===== src/rtl/demux_pkg.sv =====
// Shared constants and helpers for the 3-bit 1-to-2 stream demultiplexer.
package demux_pkg;

  localparam logic SEL_A = 1'b0;
  localparam logic SEL_B = 1'b1;

  localparam int DEF_WIDTH = 3;
  localparam int DEF_DEPTH = 2;
  localparam int DEF_CNT_W = 8;

  // Pointer width for a FIFO of the given depth; never narrower than one bit.
  function automatic int ptr_width(input int depth);
    return (depth > 1) ? $clog2(depth) : 1;
  endfunction

endpackage


===== src/rtl/demux_3bit_1to2_stream_if.sv =====
// Stream bundle of the demultiplexer: one tagged input stream, two output channels.
interface demux_3bit_1to2_stream_if
  import demux_pkg::*;
#(
  parameter int WIDTH = DEF_WIDTH,
  parameter int CNT_W = DEF_CNT_W
);

  logic [WIDTH-1:0] in_data;
  logic             in_sel;
  logic             in_valid;
  logic             in_ready;

  logic [WIDTH-1:0] a_data;
  logic             a_valid;
  logic             a_ready;
  logic [CNT_W-1:0] a_count;

  logic [WIDTH-1:0] b_data;
  logic             b_valid;
  logic             b_ready;
  logic [CNT_W-1:0] b_count;

  modport slave (
    input  in_data, in_sel, in_valid, a_ready, b_ready,
    output in_ready, a_data, a_valid, a_count, b_data, b_valid, b_count
  );

  modport master (
    output in_data, in_sel, in_valid, a_ready, b_ready,
    input  in_ready, a_data, a_valid, a_count, b_data, b_valid, b_count
  );

endinterface


===== src/rtl/demux_fifo.sv =====
// Small synchronous circular-buffer FIFO used as the per-channel output buffer.
module demux_fifo
  import demux_pkg::*;
#(
  parameter int WIDTH = DEF_WIDTH,
  parameter int DEPTH = DEF_DEPTH
) (
  input  logic             clk,
  input  logic             reset,
  input  logic             push,
  input  logic             pop,
  input  logic [WIDTH-1:0] push_data,
  output logic             full,
  output logic             empty,
  output logic [WIDTH-1:0] head
);

  localparam int PTR_W = ptr_width(DEPTH);
  localparam int OCC_W = $clog2(DEPTH + 1);
  localparam logic [PTR_W-1:0] LAST_PTR = PTR_W'(DEPTH - 1);
  localparam logic [OCC_W-1:0] OCC_FULL = OCC_W'(DEPTH);

  logic [WIDTH-1:0] mem [DEPTH];
  logic [PTR_W-1:0] wr_ptr;
  logic [PTR_W-1:0] rd_ptr;
  logic [OCC_W-1:0] occ;
  logic             do_push;
  logic             do_pop;

  assign full    = (occ == OCC_FULL);
  assign empty   = (occ == '0);
  assign head    = mem[rd_ptr];
  assign do_push = push && !full;
  assign do_pop  = pop && !empty;

  always_ff @(posedge clk) begin
    if (reset) begin
      wr_ptr <= '0;
      rd_ptr <= '0;
      occ    <= '0;
      // NOTE: storage is cleared too so the head read after reset is 0, not X.
      for (int i = 0; i < DEPTH; i++) mem[i] <= '0;
    end else begin
      // NOTE: non-blocking assignments keep every register sampling pre-edge values.
      if (do_push) begin
        mem[wr_ptr] <= push_data;
        wr_ptr      <= (wr_ptr == LAST_PTR) ? '0 : wr_ptr + 1'b1;
      end
      if (do_pop) begin
        rd_ptr <= (rd_ptr == LAST_PTR) ? '0 : rd_ptr + 1'b1;
      end
      case ({do_push, do_pop})
        2'b10:   occ <= occ + 1'b1;
        2'b01:   occ <= occ - 1'b1;
        default: occ <= occ;
      endcase
    end
  end

endmodule


===== src/rtl/demux_3bit_1to2_stream.sv =====
// Registered 1-to-2 stream demultiplexer: steers tagged items into two buffered
// channels, each with a saturating delivered-item counter.
module demux_3bit_1to2_stream
  import demux_pkg::*;
#(
  parameter int WIDTH = DEF_WIDTH,
  parameter int DEPTH = DEF_DEPTH,
  parameter int CNT_W = DEF_CNT_W
) (
  input logic                     clk,
  input logic                     reset,
  demux_3bit_1to2_stream_if.slave bus
);

  logic             a_full, a_empty, b_full, b_empty;
  logic             in_fire, push_a, push_b, pop_a, pop_b;
  logic [CNT_W-1:0] a_count_q, b_count_q;

  // Only the selected channel's occupancy gates the input; no pass-through when full.
  always_comb begin
    // NOTE: default assignment first so no path through this block infers a latch.
    bus.in_ready = 1'b0;
    if (!reset) begin
      bus.in_ready = (bus.in_sel == SEL_B) ? !b_full : !a_full;
    end
  end

  assign in_fire = bus.in_valid && bus.in_ready;
  assign push_a  = in_fire && (bus.in_sel == SEL_A);
  assign push_b  = in_fire && (bus.in_sel == SEL_B);
  assign pop_a   = !a_empty && bus.a_ready;
  assign pop_b   = !b_empty && bus.b_ready;

  demux_fifo #(.WIDTH(WIDTH), .DEPTH(DEPTH)) u_fifo_a (
    .clk       (clk),
    .reset     (reset),
    .push      (push_a),
    .pop       (pop_a),
    .push_data (bus.in_data),
    .full      (a_full),
    .empty     (a_empty),
    .head      (bus.a_data)
  );

  demux_fifo #(.WIDTH(WIDTH), .DEPTH(DEPTH)) u_fifo_b (
    .clk       (clk),
    .reset     (reset),
    .push      (push_b),
    .pop       (pop_b),
    .push_data (bus.in_data),
    .full      (b_full),
    .empty     (b_empty),
    .head      (bus.b_data)
  );

  assign bus.a_valid = !a_empty;
  assign bus.b_valid = !b_empty;

  // Counters hold at all-ones rather than wrapping.
  always_ff @(posedge clk) begin
    if (reset) begin
      a_count_q <= '0;
      b_count_q <= '0;
    end else begin
      if (pop_a && (a_count_q != '1)) a_count_q <= a_count_q + 1'b1;
      if (pop_b && (b_count_q != '1)) b_count_q <= b_count_q + 1'b1;
    end
  end

  assign bus.a_count = a_count_q;
  assign bus.b_count = b_count_q;

endmodule


===== src/flat_wrapper.sv =====
// flat-port wrapper written by rule: the top's interface ports become plain ports
module demux_3bit_1to2_stream_flat import demux_pkg::*;
#(
  parameter int WIDTH = DEF_WIDTH,
  parameter int DEPTH = DEF_DEPTH,
  parameter int CNT_W = DEF_CNT_W
)
  (clk, reset, bus_in_data, bus_in_sel, bus_in_valid, bus_a_ready, bus_b_ready, bus_in_ready, bus_a_data, bus_a_valid, bus_a_count, bus_b_data, bus_b_valid, bus_b_count);
  demux_3bit_1to2_stream_if #(.WIDTH(WIDTH), .CNT_W(CNT_W)) bus_i ();
  input logic clk;
  input logic reset;
  input wire logic [$bits(bus_i.in_data)-1:0] bus_in_data;
  input wire logic [$bits(bus_i.in_sel)-1:0] bus_in_sel;
  input wire logic [$bits(bus_i.in_valid)-1:0] bus_in_valid;
  input wire logic [$bits(bus_i.a_ready)-1:0] bus_a_ready;
  input wire logic [$bits(bus_i.b_ready)-1:0] bus_b_ready;
  output wire logic [$bits(bus_i.in_ready)-1:0] bus_in_ready;
  output wire logic [$bits(bus_i.a_data)-1:0] bus_a_data;
  output wire logic [$bits(bus_i.a_valid)-1:0] bus_a_valid;
  output wire logic [$bits(bus_i.a_count)-1:0] bus_a_count;
  output wire logic [$bits(bus_i.b_data)-1:0] bus_b_data;
  output wire logic [$bits(bus_i.b_valid)-1:0] bus_b_valid;
  output wire logic [$bits(bus_i.b_count)-1:0] bus_b_count;
  assign bus_i.in_data = bus_in_data;
  assign bus_i.in_sel = bus_in_sel;
  assign bus_i.in_valid = bus_in_valid;
  assign bus_i.a_ready = bus_a_ready;
  assign bus_i.b_ready = bus_b_ready;
  assign bus_in_ready = bus_i.in_ready;
  assign bus_a_data = bus_i.a_data;
  assign bus_a_valid = bus_i.a_valid;
  assign bus_a_count = bus_i.a_count;
  assign bus_b_data = bus_i.b_data;
  assign bus_b_valid = bus_i.b_valid;
  assign bus_b_count = bus_i.b_count;
  demux_3bit_1to2_stream #(.WIDTH(WIDTH), .DEPTH(DEPTH), .CNT_W(CNT_W)) u_core (.clk(clk), .reset(reset), .bus(bus_i));
endmodule

===== config.mk =====
export PLATFORM = sky130hd
export DESIGN_NAME = demux_3bit_1to2_stream_flat
export DESIGN_NICKNAME = d
export VERILOG_FILES = /design/src/rtl/demux_pkg.sv /design/src/rtl/demux_3bit_1to2_stream_if.sv /design/src/rtl/demux_fifo.sv /design/src/rtl/demux_3bit_1to2_stream.sv /design/src/flat_wrapper.sv
export SDC_FILE = /design/constraint.sdc
export NUM_CORES = 1
export LEC_CHECK = 0
export ABC_AREA = 1
export BUFFER_PORTS_ARGS = -buffer_cell sky130_fd_sc_hd__clkbuf_2
export CORE_MARGIN = 5
export CORE_UTILIZATION = 55
export DETAILED_ROUTE_END_ITERATION = 8
export GPL_TIMING_DRIVEN = 1
export PLACE_DENSITY = 0.88
export SETUP_SLACK_MARGIN = 0.1
export SYNTH_ARGS = -nofsm -noshare
export SYNTH_HDL_FRONTEND = slang
export SYNTH_SLANG_ARGS = --single-unit

===== constraint.sdc =====
create_clock -name clk -period 4.5 [get_ports clk]
set_clock_uncertainty 0.15 [all_clocks]
set_input_delay 0.45 -clock clk [delete_from_list [all_inputs] [get_ports clk]]
set_output_delay 0.45 -clock clk [all_outputs]
set_load 0.02 [all_outputs]

Word level (Yosys, flattened, before mapping)
Memory sizes are Yosys's and may differ from the RTL's. A register that Yosys moved wholly into a read port is not among the register bits.
Cells that the tools add are included.
Operators by class
  $add $sub $neg: 10
  equal/unequal tests: 8
  muxes and demuxes: 26
  bitwise logic cells: 1
  reduce and logical (&&, ||, !) cells: 21
Operator list (number)
  2-to-1 mux 1 bit: 22
  adder 8 x 1 -> 8 bit (second input constant): 2
  != test 8 bit (second input constant): 2
  logical AND 1 bit: 11
  equality test 2 bit (second input constant): 4
  one-hot mux 2 bit (2 select lines): 2
  2-to-1 mux 3 bit: 2
  OR reduction 3 bit: 2
  adder 1 bit (second input constant): 4
  adder 2 x 1 -> 2 bit (second input constant): 2
  equality test 2 x 1 -> 1 bit (second input constant): 2
  zero test 1 bit: 4
  zero test 2 bit: 2
  nonzero test 2 bit: 2
  subtractor 2 x 1 -> 2 bit (second input constant): 2
  inverter 1 bit: 1
Storage, ports and cells
  register bits: 24
  memory bits (writable): 12
  logic and storage cells: 76
  memories: 2
Memories
  u_core.u_fifo_a.mem: words 2, bits a word 3, rd ports 1, clocked after memory_dff 1, write ports 2, line demux_fifo.sv:23  | logic [WIDTH-1:0] mem [DEPTH];
  u_core.u_fifo_b.mem: words 2, bits a word 3, rd ports 1, clocked after memory_dff 1, write ports 2, line demux_fifo.sv:23

Depth between registers and ports, before layout
  word-level depth: 12
  gate-level depth with buffers: 10
  depth with buffers taken out: 10

Hierarchy
A second synthesis with hierarchy kept.
Unflattened totals
  cell total of the unflattened synthesis: 262
  area total of the unflattened synthesis: 2019.4 um2
Modules (own cells, without submodules)
  demux_fifo: times used 2, cells each 59, area each 558.0 um2, sequential area each 280.3 um2
  demux_3bit_1to2_stream: times used 1, cells each 144, area each 903.4 um2, sequential area each 320.3 um2

Worst setup path before layout
Ideal clock, no wire load.
  kind: input-to-reg
  start: input reset
  end: register u_core.u_fifo_a.occ[1]
  library setup time: 0.122 ns
  arrival: 1.623 ns
  setup slack: 2.605 ns
  cell stages on the path: 9
  cell sequence: clkinv_1 > nand3_2 > nor2_4 > nand2_4 > ha_1 > a21oi_1 > o21ai_0 > o21ai_0 > a21oi_1
On the way
  word-level cells in the longest chain between the ends: 6
Ends and longest elaborated chain
  from (decl): line flat_wrapper.sv:11  | input logic reset;
  2-to-1 mux 1 bit: line demux_3bit_1to2_stream.sv:23  | if (!reset) begin
  logical AND 1 bit: line demux_3bit_1to2_stream.sv:28  | assign in_fire = bus.in_valid && bus.in_ready;
  logical AND 1 bit: line demux_3bit_1to2_stream.sv:29  | assign push_a = in_fire && (bus.in_sel == SEL_A);
  logical AND 1 bit: line demux_fifo.sv:33  | assign do_push = push && !full;
  equality test 2 x 1 -> 1 bit or equality test 2 bit (tied branches): line demux_fifo.sv:52  | case ({do_push, do_pop})
  one-hot mux 2 bit (2 select lines) or nonzero test 2 bit (tied branches)
  to (signal assigned): line demux_fifo.sv:53  | 2'b10: occ <= occ + 1'b1;
  to (signal assigned): line demux_fifo.sv:54  | 2'b01: occ <= occ - 1'b1;
  to (decl): line demux_fifo.sv:26  | logic [OCC_W-1:0] occ;
Several ways; a longest one is shown, not always the timed one.
A chain may end at the register's enable or synchronous reset.

Worst setup path in the final report
Ends and elaborated chain as after synthesis.

==> results.md <==
* Result of the run: complete, no violations
* Post-layout nets at 284
* Synthesis Warnings at 0
* Cell row count at 21
* Die Outline Area at 0.004672 sq mm
* Number of setup violations in the final report at 0
* Element type at the critical path start: primary input
* Overall Global Routing Usage at 16.71%
* Mean routed wirelength per cell at 11.01 um
* F_max at 439.7 MHz
* Cell count after synthesis at 234
* Layout Cell Area excl Fill at 0.002131 sq mm
* Cell-by-cell listing of the critical path: clkbuf_2 > clkinv_1 > nand3_2 > nor2_4 > nand2_4 > ha_1 > a21oi_1 > o21ai_0 > o21ai_0 > a21oi_1
* Critical path's largest stage delay at 0.48 ns
* Overall power at 672.7 uW
* Largest fanout on the critical path at 19
* Worst hold path class: primary input to flop
* Number of iterations in the first detailed-routing pass at 4
* Growth of design area from synthesis to finish at 13.76%
* Worst relative slew slack at 66.03%
* # DRC at 0
* Share of power burned in combinational logic at 17.5%
* Total count of max-transition violations in the final report at 0
* Die span in x at 68.36 um
* Total via count after detailed routing at 1,589
* Std-Cell Core Area at 0.003311 sq mm
* Library cell contributing the largest single delay on the critical path: sky130_fd_sc_hd__clkinv_1
* Sequential-to-total area share from yosys stat at 47.03%
* Share of total power in sequential cells at 57.8%
* Resized Gates After CTS at 0
* Final antenna diode count at 0
* Element type at the critical path end: flop
* GR Overflow Total at 0
* Slew at the pin closest to its max-slew limit at 0.5064 ns
* Number of setup buffers added after CTS at 0
* Overall die height at 68.36 um
* Maximum buffer depth of the clock tree at 2
* Share of total power in the clock network at 24.7%
* Net count after synthesis at 247
* Max IR drop VDD at 0.1922 mV
* Antenna violations before repair at 0
* Fin. Hold Viols at 0
* Ports at 34
* Sum of routed wire length over all layers at 3500 um
* Period Utilization, post-route at 50.54%
* Vias in the first global route at 1,429
* Post-Place Cell Area at 0.002081 sq mm
* Clock insertion delay at the later pin of the skew report at 0.34 ns
* Final weighted congestion in routability-driven placement at 0.8417
* Minimum period implied by the final worst setup slack at 2.274 ns
* H-tree levels at 2
* Routed via count divided by cell count at 4.997
* Largest net degree at the start of global routing at 20
* Sw Share at 29.81%
* Max-cap viol count at 0
* Wire length of the first global-routing pass at 5782 um
* Cell area after synthesis at 0.001873 sq mm
* Clock Tree Root: sky130_fd_sc_hd__clkbuf_4
* Number of buffers inserted during clock tree synthesis at 5
* Internal cell power at 472.2 uW
* Total power divided by cell area at 315.7 mW/mm^2
* Hold-fix buffer count after cts at 0
* Setup repair after global routing missed its margin: no
* Synthesized area per cell at 8.004 sq um
* Number of flip-flops and latches in the synthesized netlist at 38
* Estimated wirelength of the detail-placed design at 2668 um
* Leakage dissipation at 0.0009159 uW
* Number of unique standard cell types used by synthesis at 25
* Starting density of the core at 56.58%
* Clock Pin Slew Worst Setup and Hold Paths at 0.11 ns
* Critical path required time at 4.59 ns
* Number of DRC violations after detailed-routing iteration 0 at 93
* Num Clock Sinks at 38
* Share of post-route cells with drive strength above 1 at 21.69%
* TritonCTS clock tree: built
* Data arrival time of the worst path at 2.36 ns
* Number of nets with antenna violations after detailed routing at 0
* Count of port buffers added during placement at 33
* Power dissipated by switching net loads at 200.5 uW
* Critical path class: primary input to flop
* Final total negative setup slack at 0 ns
* Fraction of the core area covered by cells at the end of the flow at 64.36%
## area by class of cell
class                   count  area, sq um
fillers                   298         1180
flip-flops and latches     38        880.8
clock buffers               6        41.29
multi-input cells         163        863.3
clock inverters             2        8.758
repair buffers             33        165.2
well taps                  46        57.56
inverters                  30        113.9
## synthesized netlist by cell type (all sizes together)
master	instances	area share [%]
nor2	35	7.4
clkbuf	2	0.40
o21a	1	0.40
mux2	6	3.6
inv	28	5.6
nand2	57	12
clkinv	2	0.47
xnor2	1	0.47
nand3	14	5.1
nor3	5	2.1
xor2	5	2.3
ha	4	2.7
o21ai	14	3.9
buf	1	0.40
a21oi	18	4.8
dfxtp	26	28
edfxtp	12	19
nand4	3	1.0
## per-stage QoR
step	hold slack [ns]	instances	setup WS [ns]
6_report	0.2760	318	2.226
5_1_grt	0.2763	318	1.980
4_1_cts	0.2660	318	2.232
3_5_place_dp	0.2965	310	1.857
3_3_place_gp	0.2863	310	1.973
2_1_floorplan	0.2752	234	2.605
## worst max-delay path, delay by kind of cell
kind,cells,cell delay (ns)
AO/OA/AOI/OAI,4,0.49
adder cells (fa/ha/maj),1,0.26
AND/OR/NAND/NOR,3,0.46
buffers and inverters,2,0.70
## per-layer routing
layer / global-route usage (%) / vias to the layer above / routed length [um]
li1: - / 833 / -
met1: 18.59 / 712 / 1539
met2: 29.24 / 37 / 1713
met3: 4.105 / 7 / 179
met4: 8.685 / 0 / 69
met5: 0 / - / 0
## cells in the final DEF, fill, tap and decap left out, types with 6 or more instances in the layout
cell type                   n
sky130_fd_sc_hd__dfxtp_1   26
sky130_fd_sc_hd__clkbuf_2  33
sky130_fd_sc_hd__inv_1     27
sky130_fd_sc_hd__mux2_2     6
sky130_fd_sc_hd__nor2_1    34
sky130_fd_sc_hd__nand2_1   55
sky130_fd_sc_hd__edfxtp_1  12
sky130_fd_sc_hd__a21oi_1   18
sky130_fd_sc_hd__o21ai_0   13
sky130_fd_sc_hd__nand3_1    9
## power by group through the flow
stage / Clock, uW / Sequential, uW / Combinational, uW
2_1_floorplan: 0 / 399 / 82.2
3_3_place_gp: 0 / 395 / 115
3_5_place_dp: 0 / 397 / 118
4_1_cts: 170 / 389 / 119
5_1_grt: 190 / 392 / 131
6_report: 166 / 389 / 118
## path summary, 6_finish.rpt
kind,from,endpoint,slack (ns),depth (start not counted)
hold reg to reg,u_core.u_fifo_b.rd_ptr,u_core.u_fifo_b.rd_ptr,0.31,1
hold / removal,reset,u_core.bus.b_count[7],0.28,2
setup reg to reg,u_core.u_fifo_b.occ[0],u_core.u_fifo_a.occ[1],2.46,10
setup / recovery,reset,u_core.u_fifo_a.occ[1],2.23,10
## cell families after synthesis
kind of cell	Yosys count	share of synthesized area, %
AOI/OAI and AO/OA	33	9.152
xor gates and xnor gates	6	2.806
adders and majority gates	4	2.672
buffers and inverters	33	6.880
DFF	38	47.03
muxes	6	3.607
and+or+nand+nor	114	27.86
## state kept, by name, indices dropped and copies added, names as in the netlist, named ones only
| name | cells |
|---|---|
| u_core.u_fifo_a.wr_ptr | 1 |
| u_core.u_fifo_a.mem | 6 |
| u_core.u_fifo_b.wr_ptr | 1 |
| u_core.bus.b_count | 8 |
| u_core.bus.a_count | 8 |
| u_core.u_fifo_b.mem | 6 |
| u_core.u_fifo_a.occ | 2 |
| u_core.u_fifo_b.rd_ptr | 1 |
| u_core.u_fifo_a.rd_ptr | 1 |
| u_core.u_fifo_b.occ | 2 |
Note: power is estimated with default switching activity, not from simulation.
